## config.mk

```make
export PLATFORM = sky130hd
export DESIGN_NAME = phi_lo_phase_cal_ctrl
export DESIGN_NICKNAME = d
export VERILOG_FILES = /design/src/rtl/phi_lo_phase_cal_ctrl_pkg.sv /design/src/rtl/phi_lo_phase_cal_ctrl_accum.sv /design/src/rtl/phi_lo_phase_cal_ctrl.sv
export SDC_FILE = /design/constraint.sdc
export NUM_CORES = 1
export LEC_CHECK = 0
export BUFFER_PORTS_ARGS = -buffer_cell sky130_fd_sc_hd__buf_4
export CORE_ASPECT_RATIO = 0.75
export CORE_MARGIN = 2
export CORE_UTILIZATION = 54
export DETAILED_ROUTE_END_ITERATION = 12
export PLACE_DENSITY_LB_ADDON = 0.08
export SYNTH_ARGS = -nofsm -noshare
export SYNTH_HDL_FRONTEND = slang
export SYNTH_HIERARCHICAL = 1
export SYNTH_SLANG_ARGS = --single-unit
export TNS_END_PERCENT = 1
```

## constraint.sdc

```tcl
create_clock -name clk -period 3.8 [get_ports clk]
set_clock_uncertainty 0.2 [all_clocks]
set_input_delay 0.19 -clock clk [delete_from_list [all_inputs] [get_ports clk]]
set_output_delay 0.19 -clock clk [all_outputs]
set_load 0.03 [all_outputs]
```

## src/rtl/phi_lo_phase_cal_ctrl_pkg.sv

```systemverilog
// ============================================================================
// Module      : phi_lo_phase_cal_ctrl_pkg
// Description : Shared definitions for the LO phase calibration sequencer.
//               Holds the config-space address of the phi_lo shift register,
//               the default calibration parameters and the sequencer states.
// Revision    : 1.0 - initial release
// ============================================================================
`default_nettype none

package phi_lo_phase_cal_ctrl_pkg;

    // Config-space address of ising_config::phi_lo_shift_amt_reg
    localparam logic [15:0] c_phi_lo_shift_amt_reg = 16'h0027;

    // Calibration defaults shared with the config block
    localparam int c_phase_cal_avgs   = 1;
    localparam int c_phase_sweep_dist = 5;
    localparam int c_phase_sweep_step = 5;
    localparam int c_phase_cal_tol    = 10;

    typedef enum logic [2:0] {
        PC_IDLE   = 3'd0,
        PC_WRITE  = 3'd1,
        PC_SETTLE = 3'd2,
        PC_MEAS   = 3'd3,
        PC_EVAL   = 3'd4,
        PC_FAIL   = 3'd5,
        PC_DONE   = 3'd6
    } phase_cal_state_t;

endpackage

`default_nettype wire

```

## src/rtl/phi_lo_phase_cal_ctrl_accum.sv

```systemverilog
// ============================================================================
// Module      : phase_cal_accum
// Description : Sample counter and signed accumulator for one calibration
//               candidate. Produces |mean| saturated to the largest positive
//               NUM_BITS value.
// Ports       : clk, rst     - clock, async active-high reset
//               clear        - zero counter and sum
//               en           - accept sample this cycle
//               sample       - signed ADC word
//               done         - this accepted sample is the CAL_AVGS-th
//               err          - |sum >>> log2(CAL_AVGS)|, saturated, unsigned
// Revision    : 1.0 - initial release
// ============================================================================
`default_nettype none

module phase_cal_accum #(
    parameter int NUM_BITS = 8,
    parameter int CAL_AVGS = 1
) (
    input  logic                clk,
    input  logic                rst,
    input  logic                clear,
    input  logic                en,
    input  logic [NUM_BITS-1:0] sample,
    output logic                done,
    output logic [NUM_BITS-1:0] err
);

    localparam int c_SUM_W = NUM_BITS + 4;
    localparam int c_SHIFT = $clog2(CAL_AVGS);
    localparam logic [c_SUM_W-1:0] c_ERR_MAX = c_SUM_W'((2 ** (NUM_BITS - 1)) - 1);

    logic signed [c_SUM_W-1:0] r_sum;
    logic        [4:0]         r_cnt;
    logic signed [c_SUM_W-1:0] w_sample_ext;
    logic signed [c_SUM_W-1:0] w_mean;
    logic        [c_SUM_W-1:0] w_abs;

    assign w_sample_ext = {{4{sample[NUM_BITS-1]}}, sample};

    always_ff @(posedge clk or posedge rst) begin
        if (rst) begin
            r_sum <= '0;
            r_cnt <= '0;
        end else if (clear) begin
            r_sum <= '0;
            r_cnt <= '0;
        end else if (en) begin
            r_sum <= r_sum + w_sample_ext;
            r_cnt <= r_cnt + 5'd1;
        end
    end

    assign done = en && (r_cnt == 5'(CAL_AVGS - 1));

    // The mean always fits NUM_BITS signed, so negation in the wide sum
    // cannot overflow; only -2**(NUM_BITS-1) needs clamping.
    assign w_mean = r_sum >>> c_SHIFT;
    assign w_abs  = w_mean[c_SUM_W-1] ? c_SUM_W'(-w_mean) : c_SUM_W'(w_mean);
    assign err    = (w_abs > c_ERR_MAX) ? c_ERR_MAX[NUM_BITS-1:0] : w_abs[NUM_BITS-1:0];

endmodule

`default_nettype wire

```

## src/rtl/phi_lo_phase_cal_ctrl.sv

```systemverilog
// ============================================================================
// Module      : phi_lo_phase_cal_ctrl
// Description : LO phase calibration sequencer. Sweeps the phi_lo shift over
//               SWEEP_DIST candidates around a center, measures the mean ADC
//               word for each and stops once |mean| <= CAL_TOL. Each pass
//               re-centers on the best candidate and halves the step.
// Ports       : clk, rst                    - clock, async active-high reset
//               start, start_shift, abort   - control
//               cfg_wr_en/cfg_addr/cfg_data - shared config write port
//               meas_req/meas_valid/meas_data - ADC capture handshake
//               busy, done, cal_ok, cal_shift, best_err, pass_cnt - status
// Revision    : 1.0 - initial release
// ============================================================================
`default_nettype none

module phi_lo_phase_cal_ctrl
    import phi_lo_phase_cal_ctrl_pkg::*;
#(
    parameter int NUM_BITS   = 8,
    parameter int SHIFT_W    = 8,
    parameter int CAL_AVGS   = c_phase_cal_avgs,
    parameter int SWEEP_DIST = c_phase_sweep_dist,
    parameter int SWEEP_STEP = c_phase_sweep_step,
    parameter int CAL_TOL    = c_phase_cal_tol,
    parameter int MAX_PASSES = 8,
    parameter int SETTLE_CYC = 16
) (
    input  logic                clk,
    input  logic                rst,
    input  logic                start,
    input  logic [SHIFT_W-1:0]  start_shift,
    input  logic                abort,
    output logic                cfg_wr_en,
    output logic [15:0]         cfg_addr,
    output logic [SHIFT_W-1:0]  cfg_data,
    output logic                meas_req,
    input  logic                meas_valid,
    input  logic [NUM_BITS-1:0] meas_data,
    output logic                busy,
    output logic                done,
    output logic                cal_ok,
    output logic [SHIFT_W-1:0]  cal_shift,
    output logic [NUM_BITS-1:0] best_err,
    output logic [3:0]          pass_cnt
);

    localparam logic [NUM_BITS-1:0] c_ERR_MAX     = NUM_BITS'((2 ** (NUM_BITS - 1)) - 1);
    localparam int                  c_HALF        = SWEEP_DIST / 2;
    localparam bit                  c_SKIP_SETTLE = (SETTLE_CYC == 0);

    phase_cal_state_t r_state, w_next;

    logic [SHIFT_W-1:0]  r_center, r_step, r_best_shift, r_cal_shift;
    logic [NUM_BITS-1:0] r_best_err;
    logic [3:0]          r_k, r_pass_cnt;
    logic [7:0]          r_settle;
    logic                r_cal_ok, r_done;

    logic                w_busy, w_start_ok, w_abort_busy, w_acc_en, w_acc_done;
    logic                w_is_better, w_hit, w_last_cand, w_last_pass;
    logic [NUM_BITS-1:0] w_err;
    logic [SHIFT_W+3:0]  w_lo_off, w_k_off;
    logic [SHIFT_W-1:0]  w_shift, w_best_shift_nx, w_step_nx;

    // Candidate shift; wraps modulo 2**SHIFT_W through natural truncation
    assign w_lo_off = (SHIFT_W + 4)'(c_HALF) * {4'd0, r_step};
    assign w_k_off  = {{SHIFT_W{1'b0}}, r_k} * {4'd0, r_step};
    assign w_shift  = r_center - w_lo_off[SHIFT_W-1:0] + w_k_off[SHIFT_W-1:0];

    assign w_busy       = (r_state != PC_IDLE) && (r_state != PC_DONE);
    assign w_start_ok   = start && !abort && (r_state == PC_IDLE);
    assign w_abort_busy = abort && w_busy;
    // Samples count only while requesting; abort masks a coincident valid
    assign w_acc_en     = meas_valid && !abort && (r_state == PC_MEAS);

    phase_cal_accum #(
        .NUM_BITS (NUM_BITS),
        .CAL_AVGS (CAL_AVGS)
    ) u_accum (
        .clk    (clk),
        .rst    (rst),
        .clear  (r_state == PC_WRITE),
        .en     (w_acc_en),
        .sample (meas_data),
        .done   (w_acc_done),
        .err    (w_err)
    );

    assign w_is_better     = (w_err < r_best_err);
    assign w_hit           = (w_err <= NUM_BITS'(CAL_TOL));
    assign w_last_cand     = (r_k == 4'(SWEEP_DIST - 1));
    assign w_last_pass     = (r_pass_cnt == 4'(MAX_PASSES));
    // Next pass centers on the best including the candidate evaluated now
    assign w_best_shift_nx = w_is_better ? w_shift : r_best_shift;
    assign w_step_nx       = ((r_step >> 1) == '0) ? SHIFT_W'(1) : (r_step >> 1);

    always_ff @(posedge clk or posedge rst) begin
        if (rst) r_state <= PC_IDLE;
        else     r_state <= w_next;
    end

    always_comb begin
        w_next    = r_state;
        cfg_wr_en = 1'b0;
        cfg_addr  = '0;
        cfg_data  = '0;
        meas_req  = 1'b0;
        case (r_state)
            PC_IDLE:   if (start) w_next = PC_WRITE;
            PC_WRITE: begin
                cfg_wr_en = 1'b1;
                cfg_addr  = c_phi_lo_shift_amt_reg;
                cfg_data  = w_shift;
                w_next    = c_SKIP_SETTLE ? PC_MEAS : PC_SETTLE;
            end
            PC_SETTLE: if (r_settle == 8'd1) w_next = PC_MEAS;
            PC_MEAS: begin
                meas_req = 1'b1;
                if (w_acc_done) w_next = PC_EVAL;
            end
            PC_EVAL: begin
                if (w_hit)             w_next = PC_DONE;
                else if (!w_last_cand) w_next = PC_WRITE;
                else if (w_last_pass)  w_next = PC_FAIL;
                else                   w_next = PC_WRITE;
            end
            PC_FAIL: begin
                cfg_wr_en = 1'b1;
                cfg_addr  = c_phi_lo_shift_amt_reg;
                cfg_data  = r_best_shift;
                w_next    = PC_DONE;
            end
            PC_DONE:   w_next = PC_IDLE;
            default:   w_next = PC_IDLE;
        endcase
        if (abort) w_next = PC_IDLE;
    end

    always_ff @(posedge clk or posedge rst) begin
        if (rst) begin
            r_center     <= '0;
            r_step       <= SHIFT_W'(SWEEP_STEP);
            r_best_shift <= '0;
            r_cal_shift  <= '0;
            r_best_err   <= '0;
            r_k          <= '0;
            r_pass_cnt   <= '0;
            r_settle     <= '0;
            r_cal_ok     <= 1'b0;
            r_done       <= 1'b0;
        end else begin
            r_done <= w_abort_busy || (w_next == PC_DONE);
            if (w_start_ok) begin
                r_center     <= start_shift;
                r_step       <= SHIFT_W'(SWEEP_STEP);
                r_best_shift <= start_shift;
                r_best_err   <= c_ERR_MAX;
                r_pass_cnt   <= 4'd1;
                r_k          <= '0;
                r_cal_ok     <= 1'b0;
            end
            if (w_abort_busy) r_cal_ok <= 1'b0;
            if (r_state == PC_WRITE)       r_settle <= 8'(SETTLE_CYC);
            else if (r_state == PC_SETTLE) r_settle <= r_settle - 8'd1;
            if ((r_state == PC_EVAL) && !abort) begin
                if (w_is_better) begin
                    r_best_err   <= w_err;
                    r_best_shift <= w_shift;
                end
                if (w_hit) begin
                    r_cal_ok    <= 1'b1;
                    r_cal_shift <= w_shift;
                end else if (!w_last_cand) begin
                    r_k <= r_k + 4'd1;
                end else if (!w_last_pass) begin
                    r_center   <= w_best_shift_nx;
                    r_step     <= w_step_nx;
                    r_k        <= '0;
                    r_pass_cnt <= r_pass_cnt + 4'd1;
                end
            end
            if ((r_state == PC_FAIL) && !abort) begin
                r_cal_shift <= r_best_shift;
                r_cal_ok    <= 1'b0;
            end
        end
    end

    assign busy      = w_busy;
    assign done      = r_done;
    assign cal_ok    = r_cal_ok;
    assign cal_shift = r_cal_shift;
    assign best_err  = r_best_err;
    assign pass_cnt  = r_pass_cnt;

endmodule

`default_nettype wire
```

==> flow_results.org <==
** Run
- Across the run, the number of max-cap violations was 0.

** Route
- After detailed routing, the average wire length per cell comes to 17.7 um.
- Initial detailed-routing violation count :: 349
- DRC :: 0
- After detailed routing, the total wire length is 15.8 mm.
- Summing over every cut layer, the via total after detailed routing is 5187.
- Average vias per placed instance :: 5.81
- Number of search-and-repair iterations in the first detailed-routing pass :: 5
- Once detail routing completed, the nets flagged for antenna violations numbered 0.

** Clock network
- Clock tree synthesis found a total of 78 sinks.
- CTS built an H-tree with a depth of 3.
- CTS clk-pin slew, worst paths :: 0.07 ns
- Root Buffer Master :: sky130_fd_sc_hd__clkbuf_16
- TritonCTS built the clock tree.
- Clock Tree Buf Depth :: 2
- At the later pin of the worst-skew pair, clock insertion delay measures 0.34 ns.
- Counting the buffers created by CTS gives 9.

** STA
- Once routing completed, OpenROAD measured the worst setup slack at -0.577 ns.
- Max-Slew Margin vs Limit :: 0.484
- Derived from the worst setup path, the maximum achievable clock frequency is 228 MHz.
- Slew @ Worst Pin :: 0.768 ns
- Number of max-slew violations in the final report :: 0
- In the final timing run, aggregate negative setup slack is -2.67 ns.
- Number of failing setup endpoints in the final timing report :: 10
- Post-route minimum period :: 4.38 ns
- RSZ-0062 raised after global routing :: yes
- Number of failing hold endpoints at the final stage :: 0
- Of the available clock period, the critical path in the final layout requires 1.15.

** Die
- The die is 125 um wide.
- Area of the die :: 11900 sq um
- In this run the core area contains 33 standard-cell rows.
- Area of the placeable core :: 10900 sq um
- Initial cell density of the core :: 0.549
- The die is 95.0 um tall.
- Count of pins on the block boundary :: 70

** Final layout
- Area growth, synth to finish :: 23.0%
- In the final layout, flip-flops and latches occupy 1960 sq um.
- Summing all multi-input logic gate instances after layout gives 3720 sq um.
- Diodes inserted :: 0
- Fraction of layout cells with a size suffix above 1 :: 0.232
- Fillcell total :: 865
- Total non-filler cell area in the finished layout :: 7330 sq um
- # nets final :: 827

** Critical path
- Data on the critical path arrives at its endpoint at 3.99 ns.
- Number of buffers and inverters on the critical path :: 3
- In this run the critical register-to-register path is captured at cal_shift[6].
- Crit. End Element :: output pin
- Critical path, cell by cell :: and2_4 > fa_1 > inv_2 > fa_1 > fa_2 > inv_2 > ha_4 > a211oi_2 > o21bai_2 > a21oi_4 > xnor3_1 > mux2i_2 > nor2_2 > buf_6
- For this design, the slowest cell found on the critical path is sky130_fd_sc_hd__dfstp_2.
- At the worst endpoint, the required time is 3.41 ns.
- Maximum fanout along the worst path :: 5
- Startpoint class of the critical path :: flop
- For the worst flop-to-flop path, the logic depth is 13.
- Logic depth of the worst path, buffers included :: 14
- Source of the worst register-to-register timing path :: r_step[2]
- The largest single stage delay on the critical path is 0.59 ns.
- The setup check on the worst reg-to-reg path leaves a slack of -0.18 ns.
- Cell type group with the largest total delay on the critical path :: adder cells
- Type of the worst setup path :: reg -> out

** Global routing
- The via count of the first global-routing pass came to 5031.
- The first global-routing pass estimated 26.2 mm of wire.
- Maximum number of pins on one net before global-route repair :: 32
- Total routing resource utilization after global routing :: 0.281
- For this run the aggregate overflow at the end of global routing stands at 0.
- Antenna violations before repair :: 0

** Logic synthesis
- Count of flip-flops with a built-in enable after synthesis :: 0
- Share of synthesized area occupied by flip-flops and latches :: 0.328
- Flop and latch count out of synthesis :: 78
- Most instantiated flip-flop cell in the synthesis netlist :: sky130_fd_sc_hd__dfrtp_1
- Yosys printed 6 warnings.
- sky130_fd_sc_hd__dfrtp_1 takes more of the synthesized area than any other cell.
- The commonest cells after synthesis are sky130_fd_sc_hd__nand2_1, sky130_fd_sc_hd__dfrtp_1, sky130_fd_sc_hd__inv_1.
- After synthesis, the share of flip-flops with an asynchronous set or reset is 1.00.
- Cells after synthesis :: 653
- In this run the mean area of a mapped cell was 9.12 sq um.
- By instance count, the leading cell after synthesis is sky130_fd_sc_hd__nand2_1.
- Mapped cell area :: 5960 sq um
- Of the post-synthesis cell area, the dominant cell type holds 0.319.
- After synthesis, the cell types taking the most area are sky130_fd_sc_hd__dfrtp_1, sky130_fd_sc_hd__ha_1, sky130_fd_sc_hd__fa_1.
- Yosys mapped the design onto 72 distinct sky130hd cell types.

** Power
- For this design the ratio of total power to cell area is 429 nW/um^2.
- The completed layout was analyzed and its total power is 3140 uW.
- VDD IR-drop max :: 0.315 mV
- Pleak :: 0.00349 uW

** Place
- Estimated wirelength of the detail-placed design :: 11.6 mm
- Weighted congestion reported at the end of routability-driven placement :: 0.949
- Post-DP Area :: 6730 sq um
- DP Worst Slack :: -0.318 ns
- Buffers placed on the I/O ports in this run total 57.

** Worst hold path
- For hold timing, the worst endpoint is r_best_shift[3].
- Hold_sp :: start_shift[3]
- The worst hold path passes through 3 cells.
- The path class of the tightest hold or removal check is in -> reg.

** Status
- The flow ran to the end, but the final reports show violations.
- The final reports fail on negative setup slack.
final cells by class:
class / count / share of cell area
well taps: 140 / 0.0239
inverters: 56 / 0.0287
clock inverters: 6 / 0.0150
multi-input cells: 488 / 0.508
flip-flops and latches: 78 / 0.267
clock buffers: 10 / 0.0313
repair buffers: 115 / 0.125
cell usage in the layout, fill, tap and decap left out, types with 6 or more instances in the layout:
cell type / count
sky130_fd_sc_hd__inv_1: 51
sky130_fd_sc_hd__fa_1: 19
sky130_fd_sc_hd__a22oi_1: 9
sky130_fd_sc_hd__a221o_1: 9
sky130_fd_sc_hd__o21ai_0: 20
sky130_fd_sc_hd__mux2i_1: 22
sky130_fd_sc_hd__o31ai_1: 10
sky130_fd_sc_hd__a22o_1: 6
sky130_fd_sc_hd__nor3_1: 6
sky130_fd_sc_hd__conb_1: 13
sky130_fd_sc_hd__o21ai_1: 10
sky130_fd_sc_hd__buf_4: 100
sky130_fd_sc_hd__nand2_1: 83
sky130_fd_sc_hd__a21oi_1: 27
sky130_fd_sc_hd__dlygate4sd3_1: 8
sky130_fd_sc_hd__nand3b_1: 6
sky130_fd_sc_hd__xor2_1: 11
sky130_fd_sc_hd__ha_1: 35
sky130_fd_sc_hd__a211oi_1: 9
sky130_fd_sc_hd__nand4_1: 9
sky130_fd_sc_hd__xnor2_1: 10
sky130_fd_sc_hd__dfrtp_1: 73
sky130_fd_sc_hd__nand2b_1: 6
sky130_fd_sc_hd__nor2_1: 42
sky130_fd_sc_hd__a31oi_1: 9
sky130_fd_sc_hd__nor2_2: 6
sky130_fd_sc_hd__buf_6: 6
sky130_fd_sc_hd__nand3_1: 15
sky130_fd_sc_hd__clkbuf_16: 9
worst register-to-register path: stages, from the launching register on:
cell and delay, ns:
sky130_fd_sc_hd__dfstp_2 0.59, sky130_fd_sc_hd__buf_6 0.12, sky130_fd_sc_hd__fa_1 0.44, sky130_fd_sc_hd__fa_1 0.57
sky130_fd_sc_hd__fa_2 0.47, sky130_fd_sc_hd__buf_4 0.15, sky130_fd_sc_hd__fa_2 0.36, sky130_fd_sc_hd__nor2b_1 0.12
sky130_fd_sc_hd__o21ai_1 0.07, sky130_fd_sc_hd__nand2b_1 0.16, sky130_fd_sc_hd__buf_4 0.15, sky130_fd_sc_hd__xnor2_2 0.11
sky130_fd_sc_hd__nor2_1 0.06, sky130_fd_sc_hd__a221o_1 0.27
state kept, by name, indices dropped and copies added (netlist names), 5 cells and up:
| name | count |
|---|---|
| cal_shift | 8 |
| u_accum/r_sum | 12 |
| r_center | 8 |
| r_step | 8 |
| u_accum/r_cnt | 5 |
| best_err | 8 |
| r_settle | 8 |
| r_best_shift | 8 |
routing by layer:
layer | GRT usage | part of all wire | up-vias
met5 | 0 | 0 | -
li1 | - | - | 2445
met1 | 0.418 | 0.48 | 2543
met3 | 0.0674 | 0.069 | 14
met2 | 0.411 | 0.44 | 185
met4 | 0.0722 | 0.011 | 0
cells by family after synthesis:
| family | after synthesis | share of synthesized area |
|---|---|---|
| AND/OR/NAND/NOR | 221 | 0.190 |
| AO/OA/AOI/OAI | 142 | 0.165 |
| buffers and inverters | 98 | 0.0762 |
| flip-flops | 78 | 0.328 |
| adder cells (fa/ha/maj) | 58 | 0.148 |
| XOR/XNOR | 27 | 0.0458 |
| multiplexers | 27 | 0.0462 |
| other | 2 | 0.00126 |
power breakdown:
part           internal (uW)  switching [uW]  total, uW  leakage [uW]
combinational            518             641       1160       0.00234
clock                    641             359       1000      0.000159
sequential               907            78.2        985      0.000993
total                   2070            1080       3140       0.00349
what timing repair did:
action,CTS,global route
hold buffers,8,0
pin swaps,12,6
setup buffers,6,0
setup endpoints to repair,12,38
resized for setup,15,12
endpoints found under the hold margin,60,0
gates cloned,0,0
stage by stage:
stage                     cells  utilization  hold WS (ns)
after floorplan             664            -       -0.0839
after global placement      863        0.619         0.138
after detailed placement    863        0.619         0.153
after CTS                   893        0.669        0.0139
after global routing        893        0.675        0.0189
final                       893        0.675        0.0190
worst max path at each step:
| stage | endpoint | from | slack (ns) |
|---|---|---|---|
| floorplan | cfg_data[7] | r_k[0] | -0.08 |
| global placement | cfg_data[7] | r_step[2] | -0.26 |
| detailed placement | cfg_data[7] | r_step[2] | -0.32 |
| CTS | cfg_data[7] | r_step[2] | -0.55 |
| global route | cfg_data[6] | r_step[2] | -0.73 |
| finish | cfg_data[7] | r_step[2] | -0.58 |
No activity file was read; power rests on OpenSTA's default activity.
